### config.mk
export PLATFORM = sky130hd
export DESIGN_NAME = intr_ctrl
export DESIGN_NICKNAME = d
export VERILOG_FILES = /design/src/rtl/intr_ctrl.sv
export SDC_FILE = /design/constraint.sdc
export NUM_CORES = 1
export LEC_CHECK = 0
export BUFFER_PORTS_ARGS = -buffer_cell sky130_fd_sc_hd__buf_4
export CORE_UTILIZATION = 56
export CTS_CLUSTER_SIZE = 8
export DETAILED_ROUTE_END_ITERATION = 8
export HOLD_SLACK_MARGIN = 0.03
export MAX_ROUTING_LAYER = met4
export PLACE_DENSITY = 0.92
export SLEW_MARGIN = 20
export SYNTH_ARGS = -nofsm -noshare
export SYNTH_HDL_FRONTEND = slang
export SYNTH_SLANG_ARGS = --single-unit
### constraint.sdc
create_clock -name clk -period 3 [get_ports clk]
set_clock_uncertainty 0.1 [all_clocks]
set_input_delay 0.15 -clock clk [delete_from_list [all_inputs] [get_ports clk]]
set_output_delay 0.15 -clock clk [all_outputs]
set_load 0.005 [all_outputs]
### src/rtl/intr_ctrl.sv
// External interrupt controller: synchronises NIRQ lines, applies polarity/edge/mask, drives a level request.
// Latency: raw line to PEND in SYNC_STAGES+1 edges, to o_intr one edge later; register reads return next cycle.
// Backpressure: none; o_intr holds while any unmasked line is pending, with no handshake.
module intr_ctrl #(
    parameter int NIRQ        = 8,
    parameter int SYNC_STAGES = 2
) (
    input  logic            clk,
    input  logic            nrst,
    input  logic [NIRQ-1:0] i_irq,
    input  logic [2:0]      i_reg_addr,
    input  logic            i_reg_wr,
    input  logic            i_reg_rd,
    input  logic [31:0]     i_reg_wdata,
    output logic [31:0]     o_reg_rdata,
    output logic            o_intr,
    output logic [4:0]      o_irq_id
);

    localparam logic [2:0] A_PEND = 3'd0;
    localparam logic [2:0] A_MASK = 3'd1;
    localparam logic [2:0] A_EDGE = 3'd2;
    localparam logic [2:0] A_POL  = 3'd3;
    localparam logic [2:0] A_ID   = 3'd4;
    localparam logic [2:0] A_RAW  = 3'd5;

    logic [SYNC_STAGES-1:0][NIRQ-1:0] sync_q;
    logic [NIRQ-1:0] prev_q, pend_q, mask_q, edge_q, pol_q;
    logic [NIRQ-1:0] lvl, rise, w1c, pend_nxt, pm, wdat;
    logic [4:0]      irq_id;
    logic [31:0]     rd_val;
    logic            unused_wdata;

    assign unused_wdata = ^i_reg_wdata;
    assign wdat         = i_reg_wdata[NIRQ-1:0];

    always_ff @(posedge clk or negedge nrst) begin
        if (!nrst) begin
            sync_q <= '0;
        end else begin
            sync_q[0] <= i_irq;
            for (int s = 1; s < SYNC_STAGES; s++) begin
                sync_q[s] <= sync_q[s-1];
            end
        end
    end

    // prev follows lvl every cycle, so mode switches never fabricate an edge,
    // while a POL write that flips lvl high does register as one.
    assign lvl      = sync_q[SYNC_STAGES-1] ^ pol_q;
    assign rise     = lvl & ~prev_q;
    assign w1c      = (i_reg_wr && i_reg_addr == A_PEND) ? wdat : '0;
    assign pend_nxt = (edge_q & (rise | (pend_q & ~w1c))) | (~edge_q & lvl);
    assign pm       = pend_q & mask_q;

    always_comb begin
        irq_id = '0;
        for (int i = NIRQ - 1; i >= 0; i--) begin
            if (pm[i]) irq_id = 5'(i);
        end
    end

    always_comb begin
        rd_val = '0;
        case (i_reg_addr)
            A_PEND:  rd_val[NIRQ-1:0] = pend_q;
            A_MASK:  rd_val[NIRQ-1:0] = mask_q;
            A_EDGE:  rd_val[NIRQ-1:0] = edge_q;
            A_POL:   rd_val[NIRQ-1:0] = pol_q;
            A_ID:    rd_val = {|pm, 26'b0, irq_id};
            A_RAW:   rd_val[NIRQ-1:0] = lvl;
            default: rd_val = '0;
        endcase
    end

    always_ff @(posedge clk or negedge nrst) begin
        if (!nrst) begin
            prev_q      <= '0;
            pend_q      <= '0;
            mask_q      <= '0;
            edge_q      <= '0;
            pol_q       <= '0;
            o_intr      <= 1'b0;
            o_irq_id    <= '0;
            o_reg_rdata <= '0;
        end else begin
            prev_q   <= lvl;
            pend_q   <= pend_nxt;
            o_intr   <= |pm;
            o_irq_id <= irq_id;
            if (i_reg_rd) o_reg_rdata <= rd_val;
            if (i_reg_wr) begin
                case (i_reg_addr)
                    A_MASK:  mask_q <= wdat;
                    A_EDGE:  edge_q <= wdat;
                    A_POL:   pol_q  <= wdat;
                    default: ;
                endcase
            end
        end
    end

endmodule

==> results of run 1 <==
[where the power goes]
group          switching [mW]  internal [mW]
combinational           0.253          0.298
clock                   0.339          0.621
sequential              0.160           1.13
[final cells by class]
class | count | area [sq um]
clock buffer | 13 | 168.9
timing repair buffer | 53 | 440.4
clock inverter | 3 | 90.09
tap | 70 | 87.58
inverter | 2 | 7.507
sequential | 69 | 1727
multi-input combinational | 167 | 1195
fill | 346 | 1489
[metrics by stage]
step | util (%) | worst slack, ps | power [mW] | cell area [sq um]
2_1_floorplan | - | 1605 | 1.634 | 3191
3_5_place_dp | 63.15 | 1093 | 1.826 | 3287
3_3_place_gp | 63.15 | 1130 | 1.785 | 3287
5_1_grt | 71.39 | 1358 | 2.937 | 3716
4_1_cts | 71.39 | 1469 | 2.801 | 3716
6_report | 71.39 | 1414 | 2.800 | 3716
[worst max-delay path by stage]
stage,to,slack (ps),cells past startpoint
5_1_grt,mask_q[0],1360,4
3_5_place_dp,mask_q[0],1090,4
3_3_place_gp,mask_q[2],1130,4
4_1_cts,mask_q[0],1470,4
6_report,mask_q[0],1410,4
2_1_floorplan,o_reg_rdata[0],1600,5
[cells by family (layout without fill, tap and decap cells)]
group	count (synthesis)	after routing	share of synthesized area, %
muxes	32	32	11.86
buffers and inverters	37	71	8.676
and+or+nand+nor	56	56	9.685
other	1	25	0.1209
AOI/OAI and AO/OA	46	46	11.70
DFF	69	69	55.69
xor gates and xnor gates	8	8	2.260
[state kept, by name (all words and copies together), names as in the netlist]
name	cells
mask_q	8
o_irq_id	3
sync_q	16
o_reg_rdata	9
o_intr	1
pol_q	8
edge_q	8
prev_q	8
pend_q	8
[cells in the final DEF, fill, tap and decap left out, types with 3 or more instances in the layout]
cell | synthesis | final
conb_1 | 1 | 25
mux2_2 | 28 | 28
o221ai_1 | 6 | 6
a32o_1 | 8 | 8
a22o_1 | 3 | 3
clkbuf_8 | 0 | 12
o21ai_0 | 3 | 3
dlygate4sd3_1 | 0 | 17
dfrtp_1 | 69 | 69
a31oi_1 | 4 | 4
mux2i_1 | 3 | 3
nor2_1 | 9 | 9
o21a_1 | 5 | 5
a22oi_1 | 9 | 9
nand2b_1 | 3 | 3
nand2_1 | 22 | 22
a21oi_1 | 3 | 3
bufinv_16 | 0 | 3
nand3_1 | 6 | 6
xor2_1 | 8 | 8
buf_4 | 27 | 36
[routing by layer]
layer	vias up	track usage, %	wire length (um)
met5	-	-	0
met4	0	11.92	84
met3	11	5.269	483
met2	123	37.12	2943
met1	1056	29.87	2561
li1	961	-	-
[timing repair]
item                      4_1_cts  5_1_grt
gates resized for setup         0        0
hold endpoints to repair      101        0
hold buffers                   17        0
[worst register-to-register path, stage by stage, from the launching register on]
cell and delay [ps]:
dfrtp_1 430, a22oi_1 240, nor2b_1 260, nor4_1 110, o32a_1 290
==> results.py, run 1 <==
metrics = {
    "run_status": {
        "status": "finished, final reports clean",
    },
    "sta": {
        "fin_crit_sh_pct": 52.86,
        "worst_pin_slew_ps": 839.6,
        "period_minus_slack_ps": 1586,
        "slew_viol_final": 0,
        "rsz0062_at_grt": "no",
        "hold_slack_ps": 71.53,
        "hold_viol_final": 0,
        "setup_viol": 0,
        "max_freq_mhz": 630.6,
        "slew_headroom_pct": 44.03,
        "tns_ps": 0,
    },
    "worst_setup_path": {
        "cpPeakStageDelay_ps": 500,
        "crit_path_top_delay_cell": "and3b_1",
        "critPathMaxFanout": 17,
        "reg2reg_to": "o_reg_rdata[2]",
        "end_kind": "flop",
        "cp.arrival_ps": 1720,
        "critical-path-top-delay-family": "simple AND/OR/NAND/NOR gates",
        "cp_cell_sequence": "buf_4, nor2b_2, and3b_1, mux2_2",
        "r2r-start": "pend_q[4]",
        "crit_buf_inv": 1,
        "critPathLaunch": "i_reg_addr[0]",
        "rr_worst_depth": 4,
        "worstPathRequired_ps": 3130,
        "regToRegSetupSlack_ps": 1470,
        "critPathKind": "in -> reg",
        "cp-start-kind": "input pin",
    },
    "yosys": {
        "synth-async-reset-ratio_pct": 100.0,
        "synth_top_area_share_pct": 55.69,
        "synth_commonest_cells": "dfrtp_1 (69), mux2_2 (28), buf_4 (27)",
        "synthTopCellsByArea": "dfrtp_1 (56%), mux2_2 (10%), buf_4 (6.5%)",
        "ys.warnings.count": 0,
        "syn_avg_cell_area_sq_um": 12.45,
        "synth_top_cell_by_area": "dfrtp_1",
        "ys_ff_latch": 69,
        "yosysMostFrequentCell": "dfrtp_1",
        "synthFlopType": "dfrtp_1",
        "synthesis.area_sq_mm": 0.003100,
        "synthCells": 249,
        "synth.lib_cells_used.distinct": 42,
        "yosysSeqAreaShare_pct": 55.69,
        "synth_edf_count": 0,
    },
    "placed_design": {
        "place_hpwl_um": 3929,
        "port-buffer-count": 35,
        "dpl.cell_count": 344,
        "place.gp.congestion": 0.8295,
    },
    "floorplanning": {
        "initial_core_util_pct": 59.57,
        "die_h_um": 76.41,
        "core_sq_mm": 0.005205,
        "die_w_um": 76.41,
        "die_area_sq_mm": 0.005838,
        "pin_count": 85,
        "num_rows": 26,
    },
    "clocking": {
        "numCtsBuffers": 9,
        "clkTransAtPathRegs_ps": 70,
        "cts_buffer_depth": 2,
        "insertion_delay_ps": 350,
        "root_buffer": "clkbuf_8",
        "post-cts-setup-buffers": 0,
        "cts.sinks": 69,
        "cts_tree": "done",
        "htree_levels": 3,
    },
    "global_route": {
        "grt-ovfl-total": 0,
        "grt_pass1_vias": 2099,
        "grtUsageTotal_pct": 23.97,
        "antenna_found_initial": 0,
        "grt_pass1_wl_um": 10230,
        "grt_max_degree": 70,
    },
    "worst_hold_path": {
        "hp-class": "in -> reg",
        "hold_depth": 2,
        "hp-start": "i_reg_rd",
        "hold_end": "o_reg_rdata[0]",
    },
    "routing": {
        "drt_iter0_drc": 240,
        "drt_pass1_iterations": 4,
        "antenna_left": 0,
        "drc": 0,
        "drt-total-wl_um": 6072,
        "vias": 2151,
        "viasPerCell": 5.706,
        "wl_per_cell_um": 16.11,
    },
    "finish": {
        "area_delta_synth_final_pct": 19.85,
        "drive_above_1_share_pct": 27.04,
        "antenna_cells": 0,
        "final_nets": 349,
        "stdcell_count": 377,
    },
    "power": {
        "powerDensity_mw_per_mm2": 753.4,
        "vdd_drop_max_mv": 0.3659,
        "leakagePower_nw": 1.655,
    },
    "job": {
        "drv_cap": 0,
    },
}
(Power assumes the default switching activity.)
==> inputs of run 2 (changes only) <==
--- a/config.mk
+++ b/config.mk
@@ -6,12 +6,12 @@
 export NUM_CORES = 1
 export LEC_CHECK = 0
 export BUFFER_PORTS_ARGS = -buffer_cell sky130_fd_sc_hd__buf_4
-export CORE_UTILIZATION = 56
+export CORE_UTILIZATION = 47
 export CTS_CLUSTER_SIZE = 8
 export DETAILED_ROUTE_END_ITERATION = 8
 export HOLD_SLACK_MARGIN = 0.03
 export MAX_ROUTING_LAYER = met4
-export PLACE_DENSITY = 0.92
+export PLACE_DENSITY = 0.83
 export SLEW_MARGIN = 20
 export SYNTH_ARGS = -nofsm -noshare
 export SYNTH_HDL_FRONTEND = slang
==> constraint.sdc (replaced) <==
create_clock -name clk -period 1.3 [get_ports clk]
set_clock_uncertainty 0.1 [all_clocks]
set_input_delay 0.065 -clock clk [delete_from_list [all_inputs] [get_ports clk]]
set_output_delay 0.065 -clock clk [all_outputs]
set_load 0.005 [all_outputs]
==> results.py, run 2 (same netlist as run 1, synthesis figures left out) <==
metrics = {
    "worst_setup_path": {
        "cp.depth": 6,
        "cp_cell_sequence": "a22oi_2, nor2b_4, buf_6, nand2_4, nand4_1, o21ai_1",
        "cp-start-kind": "flop",
        "regToRegSetupSlack_ps": -200,
        "r2r-start": "pend_q[4]",
        "reg2reg_to": "o_reg_rdata[31]",
        "end_kind": "flop",
        "cpPeakStageDelay_ps": 440,
        "critical-path-top-delay-family": "flip-flops",
        "crit_path_top_delay_cell": "dfrtp_1",
        "crit_buf_inv": 1,
        "critPathMaxFanout": 3,
        "cp.arrival_ps": 1630,
        "critPathKind": "reg -> reg",
        "rr_worst_depth": 6,
        "worstPathRequired_ps": 1420,
    },
    "run_status": {
        "status": "finished, violations left",
        "violations": "negative setup slack",
    },
    "sta": {
        "slew_headroom_pct": 66.16,
        "fin_crit_sh_pct": 115.5,
        "period_minus_slack_ps": 1502,
        "rsz0062_at_grt": "yes",
        "max_freq_mhz": 665.8,
        "slew_viol_final": 0,
        "hold_viol_final": 0,
        "setup_ws_ps": -201.9,
        "worst_pin_slew_ps": 505.7,
        "setup_viol": 12,
        "tns_ps": -1069,
        "hold_slack_ps": 61.46,
    },
    "power": {
        "powerDensity_mw_per_mm2": 1636,
        "leakagePower_nw": 1.965,
        "power_mw": 7.058,
        "vdd_drop_max_mv": 0.7880,
    },
    "floorplanning": {
        "pin_count": 85,
        "die_w_um": 83.22,
        "initial_core_util_pct": 48.83,
        "die_area_sq_mm": 0.006926,
        "die_h_um": 83.22,
        "core_sq_mm": 0.006350,
        "num_rows": 29,
    },
    "routing": {
        "drc": 0,
        "antenna_left": 0,
        "drt_pass1_iterations": 4,
        "vias": 2393,
        "drt-total-wl_um": 7504,
        "drt_iter0_drc": 166,
        "viasPerCell": 5.426,
        "wl_per_cell_um": 17.02,
    },
    "global_route": {
        "grt_pass1_wl_um": 11410,
        "grtUsageTotal_pct": 22.34,
        "grt_max_degree": 31,
        "grt-ovfl-total": 0,
        "antenna_found_initial": 0,
        "grt_pass1_vias": 2409,
    },
    "finish": {
        "stdcell_count": 441,
        "drive_above_1_share_pct": 43.41,
        "final_nets": 407,
        "final_common_cell": "buf_4",
        "fin_util_pct": 67.92,
        "largest_reg_flops": 16,
        "postLayoutCellArea_sq_mm": 0.004313,
        "largest-register": "sync_q",
        "reg.largest.list": "sync_q (16), o_reg_rdata (9)",
        "area_delta_synth_final_pct": 39.10,
        "antenna_cells": 0,
        "layout_common_cells": "buf_4 (80), dfrtp_1 (69), mux2_2 (25), conb_1 (25), nand2_1 (21)",
    },
    "clocking": {
        "clkTransAtPathRegs_ps": 70,
        "htree_levels": 3,
        "root_buffer": "clkbuf_8",
        "cts_tree": "done",
        "cts.sinks": 69,
        "insertion_delay_ps": 350,
        "numCtsBuffers": 9,
        "cts_buffer_depth": 2,
    },
    "worst_hold_path": {
        "hp-class": "in -> async",
    },
    "placed_design": {
        "dp_slack_ps": -182.9,
        "port-buffer-count": 35,
        "dpl-instance-area_sq_mm": 0.003671,
        "place.gp.congestion": 0.8048,
        "dpl.cell_count": 399,
        "place_hpwl_um": 4699,
    },
    "job": {
        "drv_cap": 0,
    },
}
-- run 2: cell count changes in the layout (fill, tap and decap cells not counted), moves of 7 or more --
cell | before | now
a22oi_2 | 0 | 7
buf_4 | 36 | 80
a22oi_1 | 9 | 2
buf_6 | 0 | 10
-- run 2: cell type report --
class,instances,area (sq um)
inverters,2,7.507
clock buffers,14,162.7
multi-input cells,167,1356
fillers,442,2037
repair buffers,111,933.4
flip-flops and latches,69,1727
well taps,77,96.34
clock inverters,1,30.03
-- run 2: how the worst max path moves through the flow --
stage	from	to	slack, ps
2_1_floorplan	pol_q[0]	o_reg_rdata[0]	-100
3_3_place_gp	edge_q[0]	o_reg_rdata[0]	-110
5_1_grt	pend_q[4]	o_reg_rdata[2]	-230
6_report	pend_q[4]	o_reg_rdata[31]	-200
3_5_place_dp	pend_q[4]	o_reg_rdata[31]	-180
4_1_cts	pend_q[0]	o_reg_rdata[0]	-160
-- run 2: per-layer routing --
| metal | GRT usage, % | wire length, um |
|---|---|---|
| met4 | 12.70 | 227 |
| met3 | 4.871 | 464 |
| met5 | - | 0 |
| met1 | 26.66 | 3009 |
| met2 | 35.17 | 3803 |
-- run 2: where the power goes --
group	internal (mW)	leakage, nW	switching [mW]
Clock	0.984	0.0968	0.757
Sequential	2.61	0.817	0.346
Combinational	1.36	1.05	1.01
-- run 2: worst reg2reg max path: cells and delay by family (launching register included) --
family / cells / cell delay (ps)
simple gates: 3 / 350
compound gates: 2 / 370
buf+inv: 1 / 120
flops: 1 / 440
-- run 2: timing repair --
item / 4_1_cts / 5_1_grt
endpoints found under the hold margin: 118 / 0
setup buffers: 3 / 5
hold buffers: 20 / 0
setup endpoints to repair: 10 / 13
pin swaps: 9 / 8
gates resized for setup: 16 / 25
==> inputs of run 3 (changes only) <==
--- a/config.mk
+++ b/config.mk
@@ -6,12 +6,13 @@
 export NUM_CORES = 1
 export LEC_CHECK = 0
 export BUFFER_PORTS_ARGS = -buffer_cell sky130_fd_sc_hd__buf_4
-export CORE_UTILIZATION = 47
+export CORE_MARGIN = 2
+export CORE_UTILIZATION = 56
 export CTS_CLUSTER_SIZE = 8
 export DETAILED_ROUTE_END_ITERATION = 8
 export HOLD_SLACK_MARGIN = 0.03
 export MAX_ROUTING_LAYER = met4
-export PLACE_DENSITY = 0.83
+export PLACE_DENSITY = 0.92
 export SLEW_MARGIN = 20
 export SYNTH_ARGS = -nofsm -noshare
 export SYNTH_HDL_FRONTEND = slang
==> constraint.sdc (replaced) <==
create_clock -name clk -period 1.9 [get_ports clk]
set_clock_uncertainty 0.1 [all_clocks]
set_input_delay 0.095 -clock clk [delete_from_list [all_inputs] [get_ports clk]]
set_output_delay 0.095 -clock clk [all_outputs]
set_load 0.005 [all_outputs]
==> results.py, run 3 (same netlist as run 1, synthesis figures left out) <==
metrics = {
    "run_status": {
        "status": "finished, final reports clean",
    },
    "floorplanning": {
        "pin_count": 85,
        "die_w_um": 78.41,
        "initial_core_util_pct": 57.00,
        "num_rows": 27,
        "die_area_sq_mm": 0.006148,
        "die_h_um": 78.41,
        "core_sq_mm": 0.005439,
    },
    "worst_hold_path": {
        "hold_end": "o_reg_rdata[0]",
        "hp-start": "i_reg_addr[1]",
        "hp-class": "in -> reg",
        "hold_depth": 2,
    },
    "sta": {
        "slew_viol_final": 0,
        "period_minus_slack_ps": 1694,
        "rsz0062_at_grt": "no",
        "setup_viol": 0,
        "fin_crit_sh_pct": 89.18,
        "max_freq_mhz": 590.2,
        "hold_viol_final": 0,
        "tns_ps": 0,
    },
    "routing": {
        "drc": 0,
        "antenna_left": 0,
        "drt_pass1_iterations": 4,
        "wl_per_cell_um": 15.66,
        "drt-total-wl_um": 6044,
        "drt_iter0_drc": 219,
        "viasPerCell": 5.562,
        "vias": 2147,
    },
    "worst_setup_path": {
        "reg2reg_to": "o_reg_rdata[2]",
        "cp.arrival_ps": 1810,
        "crit_path_top_delay_cell": "dlygate4sd3_1",
        "cp-start-kind": "input pin",
        "critPathMaxFanout": 21,
        "critPathKind": "in -> reg",
        "end_kind": "flop",
        "worstPathRequired_ps": 2020,
        "cp_cell_sequence": "dlygate4sd3_1, buf_4, nor4bb_1, buf_4, mux2_2",
        "path_common_cell": "buf_4",
        "r2r-start": "mask_q[4]",
        "rr_worst_depth": 4,
        "critPathLaunch": "i_reg_addr[2]",
        "regToRegSetupSlack_ps": 380,
        "cpPeakStageDelay_ps": 550,
    },
    "global_route": {
        "globalRouteMet1Util_pct": 27.02,
        "met3_usage_pct": 5.862,
        "grt_pass1_vias": 2045,
        "grt_max_degree": 40,
        "grt_pass1_wl_um": 9639,
        "use_met2_pct": 33.97,
        "antenna_found_initial": 0,
        "grtUsageTotal_pct": 21.94,
        "grt-ovfl-total": 0,
        "busiest_layer": "met2",
    },
    "finish": {
        "fillers": 389,
        "antenna_cells": 0,
        "fin_util_pct": 67.95,
        "postLayoutCellArea_sq_mm": 0.003696,
        "drive_above_1_share_pct": 27.39,
        "final_common_cell": "dfrtp_1",
        "final_nets": 357,
        "area_delta_synth_final_pct": 19.21,
        "reg.largest.list": "sync_q (16), o_reg_rdata (9)",
        "largest_reg_flops": 16,
        "largest-register": "sync_q",
        "layout_common_cells": "dfrtp_1 (69), buf_4 (41), mux2_2 (28)",
    },
    "placed_design": {
        "place.gp.congestion": 0.8493,
        "port-buffer-count": 35,
        "dpl-instance-area_sq_mm": 0.003347,
        "place_hpwl_um": 3952,
    },
    "clocking": {
        "clkTransAtPathRegs_ps": 70,
        "cts_resized": 0,
        "root_buffer": "clkbuf_8",
        "cts.sinks": 69,
        "cts_tree": "done",
        "htree_levels": 3,
        "cts_buffer_depth": 2,
        "insertion_delay_ps": 340,
        "post-cts-setup-buffers": 0,
        "numCtsBuffers": 9,
    },
    "power": {
        "powerDensity_mw_per_mm2": 1054,
        "vdd_drop_max_mv": 0.5907,
        "leakagePower_nw": 1.652,
    },
    "job": {
        "drv_cap": 0,
    },
}
run 3: worst max-delay path, delay by kind of cell:
kind,cells,cell delay (ps)
multiplexers,1,340
AND/OR/NAND/NOR,1,380
buffers and inverters,3,990
run 3: cell type report:
class,instances,area [sq um],area share (%)
Inverter,2,7.507,0.2031
Multi-Input combinational cell,167,1195,32.33
Timing Repair Buffer,61,518.0,14.01
Tap cell,72,90.09,2.437
Clock inverter,2,10.01,0.2708
Sequential cell,69,1727,46.72
Clock buffer,13,148.9,4.028
run 3: worst max-delay path by stage:
stage                                end  slack [ps]
after global placement    o_reg_rdata[0]         430
after floorplan           o_reg_rdata[0]         500
after detailed placement  o_reg_rdata[0]         400
final                          edge_q[6]         210
after global routing           edge_q[0]         160
after CTS                      edge_q[6]         260
run 3: power by group:
part | leakage, nW | switching (mW) | internal (mW) | total, mW
clock | 0.0833 | 0.487 | 0.499 | 0.986
sequential | 0.817 | 0.253 | 1.78 | 2.04
combinational | 0.752 | 0.393 | 0.482 | 0.874
total | 1.65 | 1.13 | 2.76 | 3.90
run 3: through the flow:
step	setup WS, ps	hold WS (ps)	power, mW	cells
after floorplan	504.7	-300.6	2.580	273
after global placement	433.6	-56.04	2.829	352
after detailed placement	403.9	-53.47	2.886	352
after CTS	257.2	68.62	3.918	386
after global routing	163.0	97.60	4.114	386
final	205.6	89.47	3.897	386
run 3: timing repair:
item	CTS	global route
setup endpoints to repair	0	0
hold buffers	19	0
hold endpoints to repair	112	0
run 3: layer usage:
| layer | up-vias | part of all wire, % |
|---|---|---|
| li1 | 969 | - |
| met1 | 1060 | 40 |
| met2 | 106 | 49 |
| met3 | 12 | 7.9 |
| met4 | 0 | 2.4 |
| met5 | - | 0 |
